$ cat src/rtl/fir_stream_ctrl.sv
// fir_stream_ctrl
// Sequencer for the UART loopback path: receiver -> FIR -> transmitter.
// Each received byte goes to the FIR with a one-cycle strobe. After a fixed
// pipeline latency the FIR result is captured into a small circular FIFO.
// The FIFO is then drained into the transmitter one byte per tx_done.
// In bypass mode the raw byte is queued and the FIR is skipped.
// Lost bytes are counted in a saturating 8-bit counter.
//
// Ports:
//   clk, rst      : clock and synchronous active-high reset
//   rx_dv/rx_byte : received byte, rx_dv is a one-cycle pulse
//   bypass        : queue the raw byte instead of the FIR result (sampled in IN_IDLE)
//   fir_data_in   : byte presented to the FIR
//   fir_strobe    : one-cycle FIR input valid
//   fir_data_out  : FIR result, valid FIR_LATENCY cycles after fir_strobe
//   tx_dv/tx_byte : one-cycle transmit request; tx_byte is held until the next request
//   tx_done       : one-cycle pulse when the transmitter has finished
//   fifo_count    : FIFO occupancy, 0..FIFO_DEPTH
//   drop_cnt      : saturating count of discarded bytes
//   busy          : any FSM is active or the FIFO holds data
//
// Handshake: a byte is accepted only when rx_dv=1 in IN_IDLE. rx_dv in any
// other state is a drop. Each tx_dv pulse is one transmit request.
// No further request is issued until tx_done has been seen in TX_WAIT.
module fir_stream_ctrl #(
  parameter int FIR_LATENCY = 4,
  parameter int FIFO_DEPTH  = 4,
  parameter int ADDR_W      = 2
) (
  input  logic              clk,
  input  logic              rst,
  input  logic              rx_dv,
  input  logic [7:0]        rx_byte,
  input  logic              bypass,
  output logic [7:0]        fir_data_in,
  output logic              fir_strobe,
  input  logic [7:0]        fir_data_out,
  output logic              tx_dv,
  output logic [7:0]        tx_byte,
  input  logic              tx_done,
  output logic [ADDR_W:0]   fifo_count,
  output logic [7:0]        drop_cnt,
  output logic              busy
);

  typedef enum logic [1:0] {IN_IDLE, FEED, WAIT, CAPTURE} in_state_e;
  typedef enum logic [1:0] {TX_IDLE, TX_REQ, TX_WAIT} out_state_e;

  localparam logic [ADDR_W:0]   FULL_CNT = (ADDR_W+1)'(FIFO_DEPTH);
  localparam logic [ADDR_W-1:0] PTR_ONE  = ADDR_W'(1);
  localparam logic [ADDR_W:0]   CNT_ONE  = (ADDR_W+1)'(1);
  localparam logic [3:0]        LAT      = 4'(FIR_LATENCY);

  in_state_e         in_state_q, in_state_d;
  out_state_e        out_state_q, out_state_d;
  logic [7:0]        fir_data_in_q, fir_data_in_d;
  logic [7:0]        raw_q, raw_d;          // latched raw byte for bypass captures
  logic              raw_sel_q, raw_sel_d;  // current capture comes from raw_q
  logic [3:0]        wait_cnt_q, wait_cnt_d;
  logic [ADDR_W-1:0] wr_ptr_q, wr_ptr_d;
  logic [ADDR_W-1:0] rd_ptr_q, rd_ptr_d;
  logic [ADDR_W:0]   count_q, count_d;
  logic [7:0]        drop_cnt_q, drop_cnt_d;
  logic [7:0]        tx_byte_q, tx_byte_d;
  logic [7:0]        mem_q [FIFO_DEPTH];

  logic       push_req, full, push, pop;
  logic [7:0] capture_val;
  logic [1:0] drop_inc;
  logic [8:0] drop_sum;

  always_comb begin
    push_req    = (in_state_q == CAPTURE);
    full        = (count_q == FULL_CNT);
    // A full FIFO refuses the push even when a pop happens in the same cycle.
    push        = push_req && !full;
    pop         = (out_state_q == TX_REQ);
    capture_val = raw_sel_q ? raw_q : fir_data_out;
    drop_inc    = {1'b0, (rx_dv && (in_state_q != IN_IDLE))} + {1'b0, (push_req && full)};
    drop_sum    = {1'b0, drop_cnt_q} + {7'b0, drop_inc};
  end

  // Input FSM
  always_comb begin
    in_state_d    = in_state_q;
    fir_data_in_d = fir_data_in_q;
    raw_d         = raw_q;
    raw_sel_d     = raw_sel_q;
    wait_cnt_d    = wait_cnt_q;
    case (in_state_q)
      IN_IDLE: begin
        if (rx_dv) begin
          if (bypass) begin
            raw_d      = rx_byte;
            raw_sel_d  = 1'b1;
            in_state_d = CAPTURE;
          end else begin
            fir_data_in_d = rx_byte;
            raw_sel_d     = 1'b0;
            in_state_d    = FEED;
          end
        end
      end
      FEED: begin
        wait_cnt_d = LAT;
        in_state_d = WAIT;
      end
      WAIT: begin
        // Leaving at a count of 1 makes WAIT last exactly FIR_LATENCY cycles.
        if (wait_cnt_q <= 4'd1) in_state_d = CAPTURE;
        else                    wait_cnt_d = wait_cnt_q - 4'd1;
      end
      CAPTURE: in_state_d = IN_IDLE;
      default: in_state_d = IN_IDLE;
    endcase
  end

  // Output FSM
  always_comb begin
    out_state_d = out_state_q;
    tx_byte_d   = tx_byte_q;
    case (out_state_q)
      TX_IDLE: begin
        if (count_q != '0) begin
          // Load the head now so that tx_byte is already valid when tx_dv rises.
          tx_byte_d   = mem_q[rd_ptr_q];
          out_state_d = TX_REQ;
        end
      end
      TX_REQ:  out_state_d = TX_WAIT;
      TX_WAIT: if (tx_done) out_state_d = TX_IDLE;
      default: out_state_d = TX_IDLE;
    endcase
  end

  // FIFO pointers, occupancy and drop counter
  always_comb begin
    wr_ptr_d = push ? (wr_ptr_q + PTR_ONE) : wr_ptr_q;
    rd_ptr_d = pop  ? (rd_ptr_q + PTR_ONE) : rd_ptr_q;
    count_d  = count_q;
    if (push && !pop)      count_d = count_q + CNT_ONE;
    else if (pop && !push) count_d = count_q - CNT_ONE;
    drop_cnt_d = drop_sum[8] ? 8'hFF : drop_sum[7:0];
  end

  always_ff @(posedge clk) begin
    if (rst) begin
      in_state_q    <= IN_IDLE;
      out_state_q   <= TX_IDLE;
      fir_data_in_q <= '0;
      raw_q         <= '0;
      raw_sel_q     <= 1'b0;
      wait_cnt_q    <= '0;
      wr_ptr_q      <= '0;
      rd_ptr_q      <= '0;
      count_q       <= '0;
      drop_cnt_q    <= '0;
      tx_byte_q     <= '0;
    end else begin
      in_state_q    <= in_state_d;
      out_state_q   <= out_state_d;
      fir_data_in_q <= fir_data_in_d;
      raw_q         <= raw_d;
      raw_sel_q     <= raw_sel_d;
      wait_cnt_q    <= wait_cnt_d;
      wr_ptr_q      <= wr_ptr_d;
      rd_ptr_q      <= rd_ptr_d;
      count_q       <= count_d;
      drop_cnt_q    <= drop_cnt_d;
      tx_byte_q     <= tx_byte_d;
    end
  end

  // Storage needs no reset; the pointers define which entries are live.
  always_ff @(posedge clk) begin
    if (!rst && push) mem_q[wr_ptr_q] <= capture_val;
  end

  assign fir_data_in = fir_data_in_q;
  assign fir_strobe  = (in_state_q == FEED);
  assign tx_dv       = (out_state_q == TX_REQ);
  assign tx_byte     = tx_byte_q;
  assign fifo_count  = count_q;
  assign drop_cnt    = drop_cnt_q;
  assign busy        = (in_state_q != IN_IDLE) || (out_state_q != TX_IDLE) || (count_q != '0);

endmodule

$ cat config.mk
export PLATFORM = sky130hd
export DESIGN_NAME = fir_stream_ctrl
export DESIGN_NICKNAME = d
export VERILOG_FILES = /design/src/rtl/fir_stream_ctrl.sv
export SDC_FILE = /design/constraint.sdc
export NUM_CORES = 1
export LEC_CHECK = 0
export BUFFER_PORTS_ARGS = -buffer_cell sky130_fd_sc_hd__buf_2
export CAP_MARGIN = 20
export CORE_MARGIN = 2
export CORE_UTILIZATION = 50
export CTS_BUF_LIST = sky130_fd_sc_hd__clkbuf_8
export DETAILED_ROUTE_END_ITERATION = 10
export HOLD_SLACK_MARGIN = 0.05
export PLACE_DENSITY_LB_ADDON = 0.12
export SLEW_MARGIN = 20
export SYNTH_ARGS = -nofsm -noshare
export SYNTH_HDL_FRONTEND = slang
export SYNTH_SLANG_ARGS = --single-unit
$ cat constraint.sdc
create_clock -name clk -period 3.5 [get_ports clk]
set_input_delay 0.7 -clock clk [delete_from_list [all_inputs] [get_ports clk]]
set_output_delay 0.7 -clock clk [all_outputs]
set_load 0.02 [all_outputs]
==> flow_summary.toml <==
[worst_setup_path]
cp_max_fo = 8
critPathKind = "register to register"
arrival_ns = 2.47
required_ns = 3.70
ff2ff_setup_slack_ns = 1.23
cp-start-kind = "register"
critPathCaptureType = "register"
r2r_start = "in_state_q[0]"
r2r-end = "drop_cnt[7]"
r2r_cells = 9

[routing]
drc = 0
ant_nets = 0
via_per_inst = 5.16
wl_per_cell_um = 13.9
firstDrtPassIters = 4
vias = 2143
drt_iter0_drc = 101
finalWirelength_um = 5780

[power]
p_leak_nw = 1.53
p_int_mw = 1.74
power_frac_comb_pct = 26.5
finalPower_mw = 2.59
sw_frac_of_total_pct = 32.9
p_clk_share_pct = 26.1
p_per_area_nw_per_um2 = 676
sequentialPowerShare_pct = 47.4
ir_worst_vdd_mv = 0.381
p_sw_mw = 0.853

[global_route]
grt_antenna_before_repair = 0
grt_max_degree = 43
grt_use_total_pct = 17.2
grt_overflow = 0
grt_pass1_vias = 2084
grt_pass1_wl_um = 9780

[timing]
slew_headroom_pct = 46.3
fin_tns_setup_ns = 0
period_share_pct = 64.7
period_needed_ns = 2.27
tightestPinTransition_ns = 0.805
final-setup-viol-count = 0
fin_worst_skew_ns = 0.0106
slew_violations = 0
rsz0062_at_grt = "false"
fmax_ghz = 0.441
hold_viol = 0
timing.final.ws_setup_ns = 1.23

[clock_tree]
post_cts_resize_count = 0
cts.sinks = 80
cts_setup_buffers = 0
numCtsBuffers = 9
root_buffer = "clkbuf_8"
cts_max_level = 3
holdBufCountCts = 0
clock_path_buffers = 2
clock_latency_ns = 0.34
clkTransAtPathRegs_ns = 0.08
cts_tree = "built"

[logic_synthesis]
yosysSeqAreaShare_pct = 57.6
netlist_top_cells_area = "dfxtp_1, edfxtp_1, mux4_2"
yosys.area.top_type_share_pct = 28.8
synth_xor_area_share_pct = 2.10
ys.flop_type = "dfxtp_1"
synth_compound_area_share_pct = 8.47
synth_top_family_by_area = "simple AND/OR/NAND/NOR gates"
synth_adder_area_share_pct = 5.70
synth_top_area_cell = "dfxtp_1"
avgSynthCellArea_um2 = 11.8
synthArstFlopShare_pct = 0
synth_area_um2 = 3340
yosys_register_bits = 80
synthCells = 283
syn_nets = 318
synth_mux_area_share_pct = 9.30
synth_cell_types = 41
synth_edf_count = 32
yosys.area_share.simple_pct = 13.8
yosys_warnings = 0

[hold_path]
holdPathStages = 2
holdPathEnd = "raw_q[3]"
hold_class = "register to register"
min_from = "raw_q[3]"

[floorplanning]
floorplan.initialDensity_pct = 52.3
die_area_um2 = 7350
top_level_ports = 51
die_y_um = 85.7
num_rows = 29
die_w_um = 85.7
core_region_area_um2 = 6390

[job]
drv_cap = 0

[cells_and_area]
fin_nets = 368
multi_input_area_um2 = 1310
nFillCells = 556
final_layout_size_suffix_gt1_share_pct = 26.0
areaGrowthSynthToFinish_pct = 14.8
final_core_util_pct = 60.0
mostFrequentLayoutCells = "buf_2, dfxtp_1, nand2_1, edfxtp_1, a21oi_1"
final_common_cell = "buf_2"
diodes = 0
regArea_um2 = 1920

[run_status]
status = "finished, final reports clean"

[placed_design]
globalplace.congestion = 0.717
dp_hpwl_um = 4000
portBuffers = 50
preCtsSetupSlack_ns = 1.11
power groups by stage:
stage	clock network, mW	logic [mW]	registers (mW)
final	0.675	0.687	1.23
after global routing	0.738	0.763	1.25
after CTS	0.696	0.697	1.23
after detailed placement	0	0.694	1.25
after global placement	0	0.684	1.25
after floorplan	0	0.471	1.29
worst max-delay path by stage:
stage | startpoint | endpoint | slack (ns) | cells after the start
4_1_cts | in_state_q[0] | drop_cnt[7] | 1.23 | 9
2_1_floorplan | fifo_count[0] | fifo_count[2] | 1.36 | 9
5_1_grt | in_state_q[0] | drop_cnt[7] | 1.02 | 9
6_report | in_state_q[0] | drop_cnt[7] | 1.23 | 9
3_5_place_dp | rx_dv | drop_cnt[7] | 1.11 | 8
3_3_place_gp | rx_dv | drop_cnt[7] | 1.17 | 8
metal layers:
metal / track usage, % / wire length [um]
met3: 3.66 / 214
met1: 22.7 / 2750
met4: 8.23 / 99
met2: 27.2 / 2720
met5: 0 / 0
sequential cells by signal, summed over array words and instances (netlist names):
name / flops
rd_ptr_q: 2
mem_q: 32
raw_sel_q: 1
fifo_count: 3
fir_data_in: 8
wr_ptr_q: 2
drop_cnt: 8
tx_byte: 8
raw_q: 8
in_state_q: 2
out_state_q: 2
wait_cnt_q: 4
stage by stage:
stage / cell area, um2 / hold WS, ns / std cells
6_report: 3830 / 0.455 / 415
5_1_grt: 3830 / 0.482 / 415
4_1_cts: 3830 / 0.458 / 415
3_5_place_dp: 3630 / 0.446 / 399
3_3_place_gp: 3630 / 0.440 / 399
2_1_floorplan: 3340 / 0.433 / 283
cell usage after synthesis, types with 2 or more instances:
cell type and count:
a21oi_1 26, a22o_1 8, and2_1 5, and3_1 4
buf_1 2, buf_2 5, clkbuf_1 3, dfxtp_1 48
edfxtp_1 32, fa_1 2, ha_1 12, inv_1 13
mux2_2 8, mux2i_1 4, mux4_2 8, nand2_1 38
nand2b_1 4, nand3_1 8, nor2_1 18, nor2b_1 2
nor3_1 4, o21ai_0 3, or2_2 2, xnor2_1 3
xor2_1 5
logic make-up (layout without fill, tap and decap cells):
logic type,count (synthesis),in the layout
adders and majority gates,14,14
AOI/OAI and AO/OA,44,44
buffers and inverters,24,79
xor gates and xnor gates,8,8
DFF,80,80
and+or+nand+nor,93,93
muxes,20,20
layout make-up:
type | instances | area share, %
sequential | 80 | 50.2
multi-input combinational | 179 | 34.3
timing repair buffer | 50 | 6.53
clock buffer | 9 | 3.23
tap | 77 | 2.51
clock inverter | 7 | 2.02
inverter | 13 | 1.27
worst max-delay path, stage by stage (launching register included):
cell      delay (ns)
dfxtp_1         0.33
inv_1           0.10
ha_1            0.33
nor2b_1         0.11
fa_1            0.44
ha_1            0.25
and4_1          0.25
nand2b_1        0.15
mux2i_1         0.12
nor2_1          0.05
(Power assumes the default switching activity.)
